File: config.mk
export PLATFORM = sky130hd
export DESIGN_NAME = huffman_tree_ctrl
export DESIGN_NICKNAME = d
export VERILOG_FILES = /design/src/rtl/huffman_pkg.sv /design/src/rtl/huff_min2_tracker.sv /design/src/rtl/huffman_tree_ctrl.sv
export SDC_FILE = /design/constraint.sdc
export NUM_CORES = 1
export LEC_CHECK = 0
export CAP_MARGIN = 20
export CORE_ASPECT_RATIO = 0.8
export CORE_MARGIN = 4
export CORE_UTILIZATION = 62
export CTS_CLUSTER_SIZE = 28
export DETAILED_ROUTE_END_ITERATION = 7
export GPL_ROUTABILITY_DRIVEN = 0
export PLACE_DENSITY = 0.8
export SLEW_MARGIN = 20
export SYNTH_ARGS = -nofsm -noshare
export SYNTH_HDL_FRONTEND = slang
export SYNTH_SLANG_ARGS = --single-unit
File: constraint.sdc
create_clock -name CLK -period 5.51 [get_ports CLK]
set_input_delay 1.102 -clock CLK [delete_from_list [all_inputs] [get_ports CLK]]
set_output_delay 1.102 -clock CLK [all_outputs]
set_load 0.05 [all_outputs]
File: src/rtl/huffman_pkg.sv
// Shared constants for the Huffman tree controller: FSM encodings, node id
// width, the root parent marker and the bit positions of the node record.
package huffman_pkg;

  localparam int ID_W = 4;

  // Parent id carried by the root record; no real node ever uses it.
  localparam logic [ID_W-1:0] ROOT_PARENT = 4'hF;

  typedef logic [2:0] state_t;

  localparam state_t ST_IDLE  = 3'd0;
  localparam state_t ST_LOAD  = 3'd1;
  localparam state_t ST_SCAN  = 3'd2;
  localparam state_t ST_EMIT0 = 3'd3;
  localparam state_t ST_EMIT1 = 3'd4;
  localparam state_t ST_MERGE = 3'd5;
  localparam state_t ST_ROOT  = 3'd6;
  localparam state_t ST_DONE  = 3'd7;

  // Record layout {parent, side, node_id, weight}; the weight sits at bit 0.
  function automatic int rec_id_lsb(input int ws);
    return ws;
  endfunction

  function automatic int rec_side_pos(input int ws);
    return ws + ID_W;
  endfunction

  function automatic int rec_parent_lsb(input int ws);
    return ws + ID_W + 1;
  endfunction

endpackage

File: src/rtl/huff_min2_tracker.sv
// Registered tracker of the two smallest active weights seen during a scan.
// Entries arrive in increasing id order and replacement needs a strictly
// smaller weight, so among equal weights the lower id is kept.
module huff_min2_tracker
  import huffman_pkg::*;
#(
  parameter int WS = 7
) (
  input  logic            clk,
  input  logic            rst_n,
  input  logic            clr,
  input  logic            en,
  input  logic [ID_W-1:0] id,
  input  logic [WS-1:0]   weight,
  input  logic            active,
  output logic [ID_W-1:0] min1_id,
  output logic [WS-1:0]   min1_w,
  output logic [ID_W-1:0] min2_id,
  output logic [WS-1:0]   min2_w,
  output logic [ID_W-1:0] min1_id_nxt,
  output logic [WS-1:0]   min1_w_nxt
);

  logic [ID_W-1:0] m1_id_r, m2_id_r, m1_id_s, m2_id_s;
  logic [WS-1:0]   m1_w_r, m2_w_r, m1_w_s, m2_w_s;
  logic            m1_vld_r, m2_vld_r, m1_vld_s, m2_vld_s;

  // Next-state of the two minima: clear, insert as new min1, insert as min2, or hold.
  always_comb begin
    m1_id_s  = m1_id_r;
    m1_w_s   = m1_w_r;
    m1_vld_s = m1_vld_r;
    m2_id_s  = m2_id_r;
    m2_w_s   = m2_w_r;
    m2_vld_s = m2_vld_r;
    if (clr) begin
      m1_id_s  = '0;
      m1_w_s   = '0;
      m1_vld_s = 1'b0;
      m2_id_s  = '0;
      m2_w_s   = '0;
      m2_vld_s = 1'b0;
    end else if (en && active) begin
      if (!m1_vld_r || (weight < m1_w_r)) begin
        m2_id_s  = m1_id_r;
        m2_w_s   = m1_w_r;
        m2_vld_s = m1_vld_r;
        m1_id_s  = id;
        m1_w_s   = weight;
        m1_vld_s = 1'b1;
      end else if (!m2_vld_r || (weight < m2_w_r)) begin
        m2_id_s  = id;
        m2_w_s   = weight;
        m2_vld_s = 1'b1;
      end else begin
        m2_vld_s = m2_vld_r;
      end
    end else begin
      m1_vld_s = m1_vld_r;
    end
  end

  // Minimum registers.
  always_ff @(posedge clk or negedge rst_n) begin
    if (!rst_n) begin
      m1_id_r  <= '0;
      m1_w_r   <= '0;
      m1_vld_r <= 1'b0;
      m2_id_r  <= '0;
      m2_w_r   <= '0;
      m2_vld_r <= 1'b0;
    end else begin
      m1_id_r  <= m1_id_s;
      m1_w_r   <= m1_w_s;
      m1_vld_r <= m1_vld_s;
      m2_id_r  <= m2_id_s;
      m2_w_r   <= m2_w_s;
      m2_vld_r <= m2_vld_s;
    end
  end

  assign min1_id     = m1_id_r;
  assign min1_w      = m1_w_r;
  assign min2_id     = m2_id_r;
  assign min2_w      = m2_w_r;
  assign min1_id_nxt = m1_id_s;
  assign min1_w_nxt  = m1_w_s;

endmodule

File: src/rtl/huffman_tree_ctrl.sv
// Sequential Huffman tree builder: loads N_SYM leaf weights, then repeatedly
// scans the node table for the two lightest active nodes, emits them as the
// children of a new node, merges them, and finishes with a root record.
module huffman_tree_ctrl
  import huffman_pkg::*;
#(
  parameter int N_SYM = 4,
  parameter int W     = 4,
  parameter int WS    = W + 3
) (
  input  logic          CLK,
  input  logic          nRST,
  input  logic          start,
  input  logic          sym_valid,
  output logic          sym_ready,
  input  logic [W-1:0]  sym_weight,
  output logic          rec_valid,
  input  logic          rec_ready,
  output logic [8+WS:0] rec_data,
  output logic          busy,
  output logic          done
);

  localparam int            N_NODE     = 2 * N_SYM - 1;
  localparam logic [ID_W-1:0] LAST_IDX  = ID_W'(N_NODE - 1);
  localparam logic [ID_W-1:0] LAST_LEAF = ID_W'(N_SYM - 1);
  localparam logic [ID_W-1:0] FIRST_INT = ID_W'(N_SYM);
  localparam int            ID_LSB     = rec_id_lsb(WS);
  localparam int            SIDE_POS   = rec_side_pos(WS);
  localparam int            PAR_LSB    = rec_parent_lsb(WS);

  state_t          state_r, state_nxt;
  logic [ID_W-1:0] load_idx_r, scan_idx_r, next_id_r, active_cnt_r;
  logic [WS-1:0]   tbl_w_r   [16];
  logic            tbl_act_r [16];
  logic            sym_ready_r, rec_valid_r, busy_r, done_r;
  logic [8+WS:0]   rec_data_r, rec_data_nxt;
  logic            load_we_s, merge_we_s, trk_clr_s, trk_en_s;
  logic [WS-1:0]   sum_s, load_w_s;
  logic [ID_W-1:0] min1_id_s, min2_id_s, min1_id_nxt_s;
  logic [WS-1:0]   min1_w_s, min2_w_s, min1_w_nxt_s;

  function automatic logic [8+WS:0] pack_rec(input logic [ID_W-1:0] parent,
                                             input logic            side,
                                             input logic [ID_W-1:0] id,
                                             input logic [WS-1:0]   w);
    logic [8+WS:0] r;
    r                  = '0;
    r[PAR_LSB +: ID_W] = parent;
    r[SIDE_POS]        = side;
    r[ID_LSB +: ID_W]  = id;
    r[WS-1:0]          = w;
    return r;
  endfunction

  assign load_w_s  = {{(WS-W){1'b0}}, sym_weight};
  assign sum_s     = min1_w_s + min2_w_s;
  assign trk_clr_s = (state_r == ST_IDLE) || (state_r == ST_LOAD) || (state_r == ST_MERGE);
  assign trk_en_s  = (state_r == ST_SCAN);

  huff_min2_tracker #(.WS(WS)) u_min2 (
    .clk         (CLK),
    .rst_n       (nRST),
    .clr         (trk_clr_s),
    .en          (trk_en_s),
    .id          (scan_idx_r),
    .weight      (tbl_w_r[scan_idx_r]),
    .active      (tbl_act_r[scan_idx_r]),
    .min1_id     (min1_id_s),
    .min1_w      (min1_w_s),
    .min2_id     (min2_id_s),
    .min2_w      (min2_w_s),
    .min1_id_nxt (min1_id_nxt_s),
    .min1_w_nxt  (min1_w_nxt_s)
  );

  // Next state, table write strobes and the record to present in the next state.
  always_comb begin
    state_nxt    = state_r;
    rec_data_nxt = rec_data_r;
    load_we_s    = 1'b0;
    merge_we_s   = 1'b0;
    case (state_r)
      ST_IDLE: begin
        if (start) state_nxt = ST_LOAD;
        else       state_nxt = ST_IDLE;
      end
      ST_LOAD: begin
        if (sym_valid && sym_ready_r) begin
          load_we_s = 1'b1;
          if (load_idx_r == LAST_LEAF) begin
            if (N_SYM == 1) begin
              state_nxt    = ST_ROOT;
              rec_data_nxt = pack_rec(ROOT_PARENT, 1'b1, 4'd0, load_w_s);
            end else begin
              state_nxt = ST_SCAN;
            end
          end else begin
            state_nxt = ST_LOAD;
          end
        end else begin
          state_nxt = ST_LOAD;
        end
      end
      ST_SCAN: begin
        // The last scan step updates the tracker on this same edge, so the
        // first child is taken from the tracker's next-state values.
        if (scan_idx_r == LAST_IDX) begin
          state_nxt    = ST_EMIT0;
          rec_data_nxt = pack_rec(next_id_r, 1'b0, min1_id_nxt_s, min1_w_nxt_s);
        end else begin
          state_nxt = ST_SCAN;
        end
      end
      ST_EMIT0: begin
        if (rec_ready) begin
          state_nxt    = ST_EMIT1;
          rec_data_nxt = pack_rec(next_id_r, 1'b1, min2_id_s, min2_w_s);
        end else begin
          state_nxt = ST_EMIT0;
        end
      end
      ST_EMIT1: begin
        if (rec_ready) begin
          state_nxt    = ST_MERGE;
          rec_data_nxt = '0;
        end else begin
          state_nxt = ST_EMIT1;
        end
      end
      ST_MERGE: begin
        merge_we_s = 1'b1;
        // The node created here is the last one when only two were active.
        if (active_cnt_r == 4'd2) begin
          state_nxt    = ST_ROOT;
          rec_data_nxt = pack_rec(ROOT_PARENT, 1'b1, next_id_r, sum_s);
        end else begin
          state_nxt = ST_SCAN;
        end
      end
      ST_ROOT: begin
        if (rec_ready) begin
          state_nxt    = ST_DONE;
          rec_data_nxt = '0;
        end else begin
          state_nxt = ST_ROOT;
        end
      end
      ST_DONE: begin
        state_nxt = ST_IDLE;
      end
      default: begin
        state_nxt    = ST_IDLE;
        rec_data_nxt = '0;
      end
    endcase
  end

  // FSM state, counters and registered outputs derived from the next state.
  always_ff @(posedge CLK or negedge nRST) begin
    if (!nRST) begin
      state_r      <= ST_IDLE;
      load_idx_r   <= '0;
      scan_idx_r   <= '0;
      next_id_r    <= '0;
      active_cnt_r <= '0;
      sym_ready_r  <= 1'b0;
      rec_valid_r  <= 1'b0;
      rec_data_r   <= '0;
      busy_r       <= 1'b0;
      done_r       <= 1'b0;
    end else begin
      state_r     <= state_nxt;
      rec_data_r  <= rec_data_nxt;
      sym_ready_r <= (state_nxt == ST_LOAD);
      rec_valid_r <= (state_nxt == ST_EMIT0) || (state_nxt == ST_EMIT1) || (state_nxt == ST_ROOT);
      busy_r      <= (state_nxt != ST_IDLE) && (state_nxt != ST_DONE);
      done_r      <= (state_nxt == ST_DONE);
      scan_idx_r  <= ((state_r == ST_SCAN) && (state_nxt == ST_SCAN)) ? scan_idx_r + 4'd1 : 4'd0;
      if ((state_r == ST_IDLE) && start) begin
        load_idx_r   <= '0;
        next_id_r    <= FIRST_INT;
        active_cnt_r <= ID_W'(N_SYM);
      end else if (load_we_s) begin
        load_idx_r <= load_idx_r + 4'd1;
      end else if (merge_we_s) begin
        next_id_r    <= next_id_r + 4'd1;
        active_cnt_r <= active_cnt_r - 4'd1;
      end else begin
        load_idx_r <= load_idx_r;
      end
    end
  end

  // Node table: cleared on reset and at each new build, written by load and merge.
  always_ff @(posedge CLK or negedge nRST) begin
    if (!nRST) begin
      for (int i = 0; i < 16; i++) begin
        tbl_w_r[i]   <= '0;
        tbl_act_r[i] <= 1'b0;
      end
    end else if ((state_r == ST_IDLE) && start) begin
      for (int i = 0; i < 16; i++) begin
        tbl_w_r[i]   <= '0;
        tbl_act_r[i] <= 1'b0;
      end
    end else if (load_we_s) begin
      tbl_w_r[load_idx_r]   <= load_w_s;
      tbl_act_r[load_idx_r] <= 1'b1;
    end else if (merge_we_s) begin
      tbl_act_r[min1_id_s] <= 1'b0;
      tbl_act_r[min2_id_s] <= 1'b0;
      tbl_w_r[next_id_r]   <= sum_s;
      tbl_act_r[next_id_r] <= 1'b1;
    end else begin
      tbl_act_r[0] <= tbl_act_r[0];
    end
  end

  assign sym_ready = sym_ready_r;
  assign rec_valid = rec_valid_r;
  assign rec_data  = rec_data_r;
  assign busy      = busy_r;
  assign done      = done_r;

endmodule

==> results of run 1 <==
[kinds of logic after synthesis]
group | synth area share
and+or+nand+nor | 0.1527
AOI/OAI and AO/OA | 0.1896
DFF | 0.4498
buffers and inverters | 0.04957
muxes | 0.1104
adders and majority gates | 0.03721
xor gates and xnor gates | 0.01071
[registers in the layout (all words and copies together), names as in the netlist]
name / cells
tbl_w_r: 112
rec_data: 16
tbl_act_r: 16
u_min2.min1_w: 7
u_min2.min2_w: 7
active_cnt_r: 4
load_idx_r: 4
next_id_r: 4
scan_idx_r: 4
u_min2.min1_id: 4
u_min2.min2_id: 4
state_r: 3
busy: 1
done: 1
rec_valid: 1
sym_ready: 1
u_min2.m1_vld_r: 1
u_min2.m2_vld_r: 1
[through the flow]
stage / total power [W] / util / instances / area (sq um) / hold WS [ps]
after floorplan: 0.002753 / - / 1061 / 10630 / 433.5
after global placement: 0.003245 / 0.6625 / 1251 / 11040 / 463.3
after detailed placement: 0.003284 / 0.6628 / 1252 / 11040 / 466.3
after CTS: 0.004565 / 0.6996 / 1284 / 11650 / 482.2
after global routing: 0.004799 / 0.6997 / 1284 / 11660 / 496.8
final: 0.004610 / 0.6997 / 1284 / 11660 / 481.3
[power by group]
group	internal, W	switching (W)
combinational	0.000526	0.00104
sequential	0.00155	0.000198
clock	0.000717	0.000573
[layout by cell type (no fill, tap or decap), types with 4 or more instances in the layout]
| cell type | count |
|---|---|
| sky130_fd_sc_hd__mux2i_1 | 31 |
| sky130_fd_sc_hd__a31oi_1 | 4 |
| sky130_fd_sc_hd__mux2_2 | 4 |
| sky130_fd_sc_hd__o211ai_1 | 6 |
| sky130_fd_sc_hd__a311o_1 | 6 |
| sky130_fd_sc_hd__xnor2_1 | 9 |
| sky130_fd_sc_hd__nor3_1 | 25 |
| sky130_fd_sc_hd__nor2b_1 | 16 |
| sky130_fd_sc_hd__a21o_1 | 10 |
| sky130_fd_sc_hd__a221oi_1 | 9 |
| sky130_fd_sc_hd__a211o_1 | 7 |
| sky130_fd_sc_hd__a22o_1 | 7 |
| sky130_fd_sc_hd__inv_1 | 58 |
| sky130_fd_sc_hd__xor2_1 | 4 |
| sky130_fd_sc_hd__a221o_1 | 30 |
| sky130_fd_sc_hd__and2_1 | 9 |
| sky130_fd_sc_hd__o21ai_0 | 44 |
| sky130_fd_sc_hd__mux4_2 | 34 |
| sky130_fd_sc_hd__nand3_1 | 40 |
| sky130_fd_sc_hd__o31ai_1 | 11 |
| sky130_fd_sc_hd__a22oi_1 | 6 |
| sky130_fd_sc_hd__o21a_1 | 5 |
| sky130_fd_sc_hd__nand2_1 | 100 |
| sky130_fd_sc_hd__and3_1 | 7 |
| sky130_fd_sc_hd__dfrtp_1 | 190 |
| sky130_fd_sc_hd__a211oi_1 | 11 |
| sky130_fd_sc_hd__buf_4 | 16 |
| sky130_fd_sc_hd__nand2b_1 | 6 |
| sky130_fd_sc_hd__and4_1 | 6 |
| sky130_fd_sc_hd__nand4_1 | 6 |
| sky130_fd_sc_hd__a21oi_1 | 34 |
| sky130_fd_sc_hd__clkbuf_16 | 17 |
| sky130_fd_sc_hd__a222oi_1 | 22 |
| sky130_fd_sc_hd__ha_1 | 30 |
| sky130_fd_sc_hd__or2_2 | 8 |
| sky130_fd_sc_hd__clkdlybuf4s50_1 | 27 |
| sky130_fd_sc_hd__nor2_1 | 106 |
| sky130_fd_sc_hd__clkbuf_8 | 4 |
| sky130_fd_sc_hd__inv_6 | 5 |
| sky130_fd_sc_hd__o22ai_1 | 39 |
[per-layer routing]
metal	GRT usage	share of wire	up-vias
met3	0.1720	0.15	130
met2	0.4620	0.42	724
met1	0.4683	0.39	4613
met5	0.005013	0.0015	-
met4	0.1189	0.037	8
li1	-	-	3927
[cell type report]
type	count	area [sq um]
clock buffer	20	466.7
clock inverter	12	146.4
fill	1211	5002
inverter	59	221.5
multi-input combinational	736	5336
sequential	191	4781
tap	220	275.3
timing repair buffer	46	429.2
[worst paths after layout]
| path | from | end | slack (ps) |
|---|---|---|---|
| max | scan_idx_r[1] | u_min2.min2_id[3] | 830 |
| min in group asynchronous | nRST | u_min2.min2_w[3] | 800 |
| min reg2reg | tbl_w_r[36] | tbl_w_r[36] | 480 |
| min | tbl_w_r[36] | tbl_w_r[36] | 480 |
| max in group asynchronous | nRST | tbl_w_r[78] | 3560 |
| max reg2reg | scan_idx_r[1] | u_min2.min2_id[3] | 830 |
==> summary.txt, run 1 <==
status - finished clean
logic depth of the worst setup path including buffers - 10
initial antenna violation count - 3
post-synth design cell area - 10630 sq um
worst setup path class - reg2reg
Cells on Worst Hold Path - 1
crit path setup slack, layout - 833.1 ps
required time at the endpoint of the critical path - 5860 ps
Max Clock Freq - 0.2138 GHz
post-route fraction of the period consumed by the critical path - 0.8488
deepest level of the CTS H-tree - 4
WL per Instance - 25.33 um
number of nets with antenna violations after detailed routing - 0
setup repair after global routing missed its margin - no
final routed DRC violation total - 0
predominant post-synthesis flop cell - sky130_fd_sc_hd__dfrtp_1
family with the most delay on the worst path - compound AO/OA/AOI/OAI gates
routed vias - 9402
maximum number of pins on one net before global-route repair - 121
areal power density over the cells - 395.5 nW/um^2
number of cells upsized or downsized after cts - 0
clock buffer count from CTS - 17
Clock Latency Late Sink - 440 ps
cell count after synthesis - 1061
Distinct cells, synth - 67
most used standard cell by instance count after synthesis - sky130_fd_sc_hd__dfrtp_1
total iterations of the first detailed-routing run - 6
critical path's slowest cell - sky130_fd_sc_hd__nor2_1
cells taking the most area after synthesis - sky130_fd_sc_hd__dfrtp_1, sky130_fd_sc_hd__mux4_2, sky130_fd_sc_hd__nor2_1
number of flops mapped to enable cells by yosys - 0
peak fanout along the critical path - 36
I/O pin count - 29
Root Buffer Master - sky130_fd_sc_hd__clkbuf_16
cell type with the highest aggregate area in the netlist - sky130_fd_sc_hd__dfrtp_1
Syn Area/Cell - 10.02 sq um
endpoint kind of the worst setup timing path - flip-flop
proportion of layout cells with a drive suffix above 1 - 0.1043
Synthesis Warnings - 0
final setup skew - 9.098 ps
TritonCTS clock tree - done
die area - 19310 sq um
die outline height - 125.1 um
final wirelength - 32.53 mm
Worst EP arrival - 5020 ps
Synth Register Bits - 191
reg2reg path depth - 10
number of buffers inserted to repair setup after CTS - 0
number of standard-cell rows in the floorplan - 42
Largest stage delay, worst path - 750 ps
clock edge transition at the registers on the reported setup and hold paths - 70 ps
Nets - 1091
transition time of the tightest slew-check pin - 1080 ps
aggregate negative setup slack - 0 ps
number of clock sinks seen by CTS - 191
sum of overflow across all layers after global routing - 0
minimum clock period after layout - 4677 ps
Vias/cell - 7.322
PortBufs - 28
initial cell density of the core - 0.6379
largest voltage drop on the vdd net - 0.5098 mV
global-route usage over all layers - 0.3386
Async SR Flop Fraction - 1.000
area growth from synthesis to layout - 9.691%
count of maximum capacitance violations - 0
via count of the first global-routing pass - 9017
area of the core - 16660 sq um
Worst slew margin - 0.2793
final hold violation count - 0
Startpoint Class - flip-flop
total inserted antenna cells - 0
final slew viol count - 0
cell-by-cell trace of the critical path - buf_4 > mux4_2 > mux4_2 > ha_1 > a211o_1 > a2111oi_0 > a2111oi_0 > a21boi_1 > nor2_1 > mux2i_1
global-route wire length before repair - 50.84 mm
top cell type's share of synthesized area - 0.4498
critical path buffer and inverter count - 1
class of the tightest hold or removal check - reg2reg
Leakage - 5.205 nW
Post-CTS Hold Buffers - 0
DPL Wire Length - 22.57 mm
total nets after synthesis - 1101
1st-iter DRT viols - 1433
die outline width - 154.4 um
commonest cells in the synthesized netlist - sky130_fd_sc_hd__dfrtp_1, sky130_fd_sc_hd__nor2_1, sky130_fd_sc_hd__nand2_1
final setup vio count - 0
Longest Clk Path Bufs - 2
Worst Setup Slack post-DPL - 1002 ps
sequential share of the synthesized area - 0.4498
Power figures use the tool's default switching activity.
==> run 2: changes to the inputs <==
--- a/config.mk
+++ b/config.mk
@@ -8,11 +8,11 @@
 export CAP_MARGIN = 20
 export CORE_ASPECT_RATIO = 0.8
 export CORE_MARGIN = 4
-export CORE_UTILIZATION = 62
+export CORE_UTILIZATION = 56
 export CTS_CLUSTER_SIZE = 28
 export DETAILED_ROUTE_END_ITERATION = 7
 export GPL_ROUTABILITY_DRIVEN = 0
-export PLACE_DENSITY = 0.8
+export PLACE_DENSITY = 0.76
 export SLEW_MARGIN = 20
 export SYNTH_ARGS = -nofsm -noshare
 export SYNTH_HDL_FRONTEND = slang
==> constraint.sdc (replaced) <==
create_clock -name CLK -period 4.1 [get_ports CLK]
set_input_delay 0.82 -clock CLK [delete_from_list [all_inputs] [get_ports CLK]]
set_output_delay 0.82 -clock CLK [all_outputs]
set_load 0.05 [all_outputs]
==> run 2 against run 1 <==
  * The flow now finishes with violations (design-rule violations)
  * Clock power up 28%
  * Highest routed layer is now met4
  * Worst setup slack got worse by 710 ps
  * Final area rose by 2.0%
==> summary.txt, run 2 (synthesis gave the netlist of run 1 again) <==
flip-flop count of the largest register after layout - 112
number of standard-cell rows in the floorplan - 44
Worst slew margin - 0.3121
Clock Latency Late Sink - 440 ps
1st-iter DRT viols - 1767
maximum number of pins on one net before global-route repair - 108
total inserted antenna cells - 0
most common cell after layout, fill and taps aside - sky130_fd_sc_hd__dfrtp_1
largest voltage drop on the vdd net - 0.4946 mV
Worst Hold Slack - 476.1 ps
reg2reg path depth - 11
peak fanout along the critical path - 24
number of nets with antenna violations after detailed routing - 0
Critical R2R Capture - rec_data[5]
area of the core - 18390 sq um
worst setup path class - reg2reg
met1 track demand over resource in global routing - 0.4584
status - finished, violations left
clock buffer count from CTS - 17
minimum clock period after layout - 3975 ps
violations in the final reports - design-rule violations
Vias/cell - 6.919
number of buffers inserted to repair setup after CTS - 0
sum of overflow across all layers after global routing - 0
most used cells in the layout excluding fill and tap cells - sky130_fd_sc_hd__dfrtp_1, sky130_fd_sc_hd__nor2_1, sky130_fd_sc_hd__nand2_1
final hold violation count - 0
proportion of layout cells with a drive suffix above 1 - 0.1235
transition time of the tightest slew-check pin - 1032 ps
crit path setup slack, layout - 125.5 ps
final wirelength - 32.53 mm
minimum setup slack among reg-to-reg paths - 130 ps
count of maximum capacitance violations - 0
Global Route met3 Usage - 0.1193
via count of the first global-routing pass - 8700
aggregate negative setup slack - 0 ps
switching share of power - 0.3916
clock edge transition at the registers on the reported setup and hold paths - 70 ps
number of clock sinks seen by CTS - 191
endpoint kind of the worst setup timing path - flip-flop
final routed DRC violation total - 27
share of power burned in registers - 0.367
number of cells upsized or downsized after cts - 0
I/O pin count - 29
proportion of power drawn by the clock network - 0.267
Final Util - 0.6464
Worst EP arrival - 4290 ps
die outline width - 162.0 um
die outline height - 131.2 um
total iterations of the first detailed-routing run - 8
Root Buffer Master - sky130_fd_sc_hd__clkbuf_16
routed vias - 9257
M2 GR Usage - 0.4205
area growth from synthesis to layout - 11.84%
final setup vio count - 0
register name with the most flops - tbl_w_r
deepest level of the CTS H-tree - 4
initial antenna violation count - 0
final slew viol count - 0
fillers - 1461
switching power - 0.002425 W
die area - 21260 sq um
Longest Clk Path Bufs - 2
final setup skew - 10.16 ps
Post-CTS Hold Buffers - 0
most crowded layer after global routing - met1
required time at the endpoint of the critical path - 4410 ps
class of the tightest hold or removal check - in2async
TritonCTS clock tree - done
combinational share of power - 0.366
Crit. Startpoint - scan_idx_r[0]
PortBufs - 28
post-route fraction of the period consumed by the critical path - 0.9694
internal power - 0.003767 W
setup repair after global routing missed its margin - yes
initial cell density of the core - 0.5779
Startpoint Class - flip-flop
capture point of the worst path - rec_data[5]
global-route wire length before repair - 51.13 mm
Worst Setup Slack post-DPL - 148.4 ps
Leakage - 5.308 nW
Reg2Reg Launch Point - scan_idx_r[0]
WL per Instance - 24.31 um
global-route usage over all layers - 0.3101
Nets - 1112
Max Clock Freq - 0.2516 GHz
DPL Wire Length - 23.39 mm
areal power density over the cells - 520.9 nW/um^2
run 2: cell count changes in the layout (fill, tap and decap cells not counted), moves of 2 or more:
cell,change
sky130_fd_sc_hd__inv_6,-4
sky130_fd_sc_hd__clkbuf_8,+2
sky130_fd_sc_hd__buf_4,+21
sky130_fd_sc_hd__mux2i_2,+2
sky130_fd_sc_hd__clkbuf_1,+3
sky130_fd_sc_hd__a2111oi_0,-2
sky130_fd_sc_hd__mux2i_1,-2
run 2: worst min-delay path by stage:
| stage | cells past startpoint | startpoint | slack, ps | to |
|---|---|---|---|---|
| floorplan | 2 | tbl_w_r[28] | 430 | tbl_w_r[28] |
| global placement | 2 | rec_data[13] | 460 | rec_data[13] |
| detailed placement | 1 | tbl_w_r[49] | 470 | tbl_w_r[49] |
| CTS | 1 | tbl_w_r[49] | 480 | tbl_w_r[49] |
| global route | 2 | rec_data[13] | 500 | rec_data[13] |
| finish | 1 | nRST | 480 | rec_data[5] |
run 2: area by class of cell:
| cell class | instances | area (sq um) | share of cell area |
|---|---|---|---|
| Multi-Input combinational cell | 736 | 5383 | 0.4529 |
| Clock inverter | 7 | 76.32 | 0.006422 |
| Tap cell | 253 | 316.6 | 0.02663 |
| Clock buffer | 25 | 505.5 | 0.04253 |
| Inverter | 59 | 221.5 | 0.01863 |
| Timing Repair Buffer | 67 | 601.8 | 0.05064 |
| Sequential cell | 191 | 4781 | 0.4023 |
run 2: critical path: stages, from the launching register on:
cell and delay (ps):
sky130_fd_sc_hd__dfrtp_2 390, sky130_fd_sc_hd__buf_12 220, sky130_fd_sc_hd__mux4_2 530, sky130_fd_sc_hd__mux4_2 550, sky130_fd_sc_hd__ha_1 320, sky130_fd_sc_hd__a211o_1 350
sky130_fd_sc_hd__a211oi_4 290, sky130_fd_sc_hd__or3b_4 420, sky130_fd_sc_hd__a21oi_4 170, sky130_fd_sc_hd__buf_4 200, sky130_fd_sc_hd__mux2i_2 270, sky130_fd_sc_hd__a22oi_1 120
run 2: power by group through the flow:
stage	registers (W)	clock network [W]	logic [W]
floorplan	0.00253	0	0.00119
global placement	0.00230	0	0.00214
detailed placement	0.00229	0	0.00219
CTS	0.00226	0.00166	0.00220
global route	0.00230	0.00176	0.00242
finish	0.00227	0.00165	0.00227
run 2: routing by layer:
layer,vias up,share of wire,wire length (um)
met5,-,0,0
met4,0,0.025,821
met3,74,0.14,4405
met2,634,0.42,13760
met1,4590,0.42,13540
li1,3959,-,-
run 2: per-stage QoR:
stage / area (sq um) / power [W] / cells
floorplan: 10660 / 0.003725 / 1061
global placement: 11270 / 0.004438 / 1306
detailed placement: 11270 / 0.004482 / 1306
CTS: 11860 / 0.006127 / 1338
global route: 11890 / 0.006474 / 1338
finish: 11890 / 0.006191 / 1338
==> run 3: changes to the inputs <==
--- a/config.mk
+++ b/config.mk
@@ -5,14 +5,15 @@
 export SDC_FILE = /design/constraint.sdc
 export NUM_CORES = 1
 export LEC_CHECK = 0
+export ABC_CLOCK_PERIOD_IN_PS = 5100
 export CAP_MARGIN = 20
 export CORE_ASPECT_RATIO = 0.8
 export CORE_MARGIN = 4
-export CORE_UTILIZATION = 56
+export CORE_UTILIZATION = 67
 export CTS_CLUSTER_SIZE = 28
 export DETAILED_ROUTE_END_ITERATION = 7
 export GPL_ROUTABILITY_DRIVEN = 0
-export PLACE_DENSITY = 0.76
+export PLACE_DENSITY = 0.86
 export SLEW_MARGIN = 20
 export SYNTH_ARGS = -nofsm -noshare
 export SYNTH_HDL_FRONTEND = slang
==> constraint.sdc (replaced) <==
create_clock -name CLK -period 5.1 [get_ports CLK]
set_input_delay 1.02 -clock CLK [delete_from_list [all_inputs] [get_ports CLK]]
set_output_delay 1.02 -clock CLK [all_outputs]
set_load 0.05 [all_outputs]
==> run 3 against run 2 <==
  * The flow still finishes with violations (design-rule violations)
  * Utilization is 11 points higher
  * Critical path depth did not move
  * Final area shrank 2.3%
  * Routed wire length increased by 1.0%
  * Fmax shrank 15%
  * Sequential cell count stayed put
  * Via count increased by 2.7%
  * Non-clock buffer count shrank 24
  * Highest routed layer unchanged
==> summary.txt, run 3 (synthesis gave the netlist of run 1 again) <==
status - finished, violations left
violations in the final reports - design-rule violations
total iterations of the first detailed-routing run - 8
deepest level of the CTS H-tree - 4
Global Route met3 Usage - 0.1634
family with the most delay on the worst path - multiplexers
endpoint kind of the worst setup timing path - flip-flop
die outline width - 148.8 um
final setup skew - 8.836 ps
switching share of power - 0.4018
largest voltage drop on the vdd net - 0.4207 mV
final hold violation count - 0
final routed DRC violation total - 9
initial cell density of the core - 0.6961
number of nets with antenna violations after detailed routing - 0
areal power density over the cells - 423.0 nW/um^2
WL per Instance - 25.85 um
routed vias - 9509
required time at the endpoint of the critical path - 5400 ps
global-route wire length before repair - 51.56 mm
met1 track demand over resource in global routing - 0.5047
combinational share of power - 0.339
initial antenna violation count - 1
proportion of power drawn by the clock network - 0.270
Worst slew margin - 0.2556
Post-CTS Hold Buffers - 0
class of the tightest hold or removal check - reg2reg
Root Buffer Master - sky130_fd_sc_hd__clkbuf_16
share of power burned in registers - 0.391
Vias/cell - 7.482
Worst EP arrival - 5000 ps
clock edge transition at the registers on the reported setup and hold paths - 70 ps
cell-by-cell trace of the critical path - buf_4 > mux4_2 > mux4_2 > ha_1 > a211o_1 > a211oi_1 > buf_4 > or3b_4 > a21oi_4 > mux2i_1 > o221ai_1
Leakage - 5.177 nW
via count of the first global-routing pass - 9227
critical path buffer and inverter count - 2
switching power - 0.001974 W
critical path's slowest cell - sky130_fd_sc_hd__dfrtp_2
Max Clock Freq - 0.2128 GHz
final slew viol count - 0
TritonCTS clock tree - done
peak fanout along the critical path - 14
Startpoint Class - flip-flop
area growth from synthesis to layout - 9.313%
sum of overflow across all layers after global routing - 0
M2 GR Usage - 0.5436
most used cells in the layout excluding fill and tap cells - sky130_fd_sc_hd__dfrtp_1, sky130_fd_sc_hd__nor2_1, sky130_fd_sc_hd__nand2_1
total inserted antenna cells - 0
internal power - 0.002939 W
Worst Hold Slack - 484.5 ps
worst setup path class - reg2reg
minimum clock period after layout - 4700 ps
most common cell after layout, fill and taps aside - sky130_fd_sc_hd__dfrtp_1
transition time of the tightest slew-check pin - 1117 ps
final setup vio count - 0
Nets - 1088
global-route usage over all layers - 0.3741
Largest stage delay, worst path - 710 ps
aggregate negative setup slack - 0 ps
flip-flop count of the largest register after layout - 112
Clock Latency Late Sink - 450 ps
most crowded layer after global routing - met2
final wirelength - 32.86 mm
post-route fraction of the period consumed by the critical path - 0.9216
1st-iter DRT viols - 1743
register name with the most flops - tbl_w_r
die outline height - 120.6 um
die area - 17950 sq um
proportion of layout cells with a drive suffix above 1 - 0.1027
Longest Clk Path Bufs - 2
maximum number of pins on one net before global-route repair - 115
number of clock sinks seen by CTS - 191
PortBufs - 28
clock buffer count from CTS - 17
area of the core - 15260 sq um
I/O pin count - 29
setup repair after global routing missed its margin - no
count of maximum capacitance violations - 0
number of standard-cell rows in the floorplan - 40
DPL Wire Length - 22.40 mm
-- run 3: cell types whose count changed in the layout (fill, tap and decap cells not counted), moves of 2 or more --
cell and change:
sky130_fd_sc_hd__inv_6 +2, sky130_fd_sc_hd__mux2i_2 -2, sky130_fd_sc_hd__clkbuf_1 -3, sky130_fd_sc_hd__buf_4 -24, sky130_fd_sc_hd__mux2i_1 +2, sky130_fd_sc_hd__clkinv_4 +3, sky130_fd_sc_hd__clkinvlp_4 +2, sky130_fd_sc_hd__clkbuf_8 -4
-- run 3: power by group through the flow --
stage	combinational, W	sequential, W	clock (W)
CTS	0.00161	0.00190	0.00132
detailed placement	0.00159	0.00193	0
global route	0.00177	0.00194	0.00138
floorplan	0.000938	0.00204	0
global placement	0.00155	0.00192	0
finish	0.00167	0.00192	0.00132
-- run 3: worst paths after layout --
| check | start | to | slack (ps) | depth (start not counted) |
|---|---|---|---|---|
| max in group asynchronous | nRST | scan_idx_r[0] | 3420 | 2 |
| setup / recovery | scan_idx_r[0] | rec_data[2] | 400 | 11 |
| hold / removal | rec_data[13] | rec_data[13] | 480 | 2 |
| min in group asynchronous | nRST | u_min2.min2_w[3] | 700 | 1 |
| hold reg to reg | rec_data[13] | rec_data[13] | 480 | 2 |
| setup reg to reg | scan_idx_r[0] | rec_data[2] | 400 | 11 |
-- run 3: metal layers --
layer	up-vias	part of all wire
li1	3918	-
met1	4552	0.37
met2	872	0.43
met3	167	0.16
met4	0	0.041
met5	-	0
-- run 3: cell type report --
cell class | instances | area (sq um)
multi-input cells | 736 | 5355
repair buffers | 43 | 421.7
flip-flops and latches | 191 | 4781
well taps | 210 | 262.8
clock inverters | 14 | 135.1
fillers | 979 | 3649
clock buffers | 18 | 439.2
inverters | 59 | 221.5
-- run 3: worst reg2reg max path, delay by kind of cell (launching register included) --
| kind | cells | cell delay, ps |
|---|---|---|
| mux | 3 | 1410 |
| compound gates | 4 | 1150 |
| flops | 1 | 710 |
| buf+inv | 2 | 510 |
| simple gates | 1 | 390 |
| fa+ha+maj | 1 | 360 |
-- run 3: through the flow --
stage	total power (W)	worst slack, ps	cell area, sq um	std cells	utilization
after global routing	0.005087	154.9	11620	1271	0.7610
after global placement	0.003472	532.0	11010	1238	0.7215
after floorplan	0.002974	548.0	10630	1061	-
final	0.004913	399.8	11620	1271	0.7610
after detailed placement	0.003520	415.3	11020	1239	0.7220
after CTS	0.004834	313.6	11590	1271	0.7596
-- run 3: repair_timing --
item,CTS,global route
endpoints found under the setup margin,0,1
buffers inserted,0,0
gates resized for setup,0,1
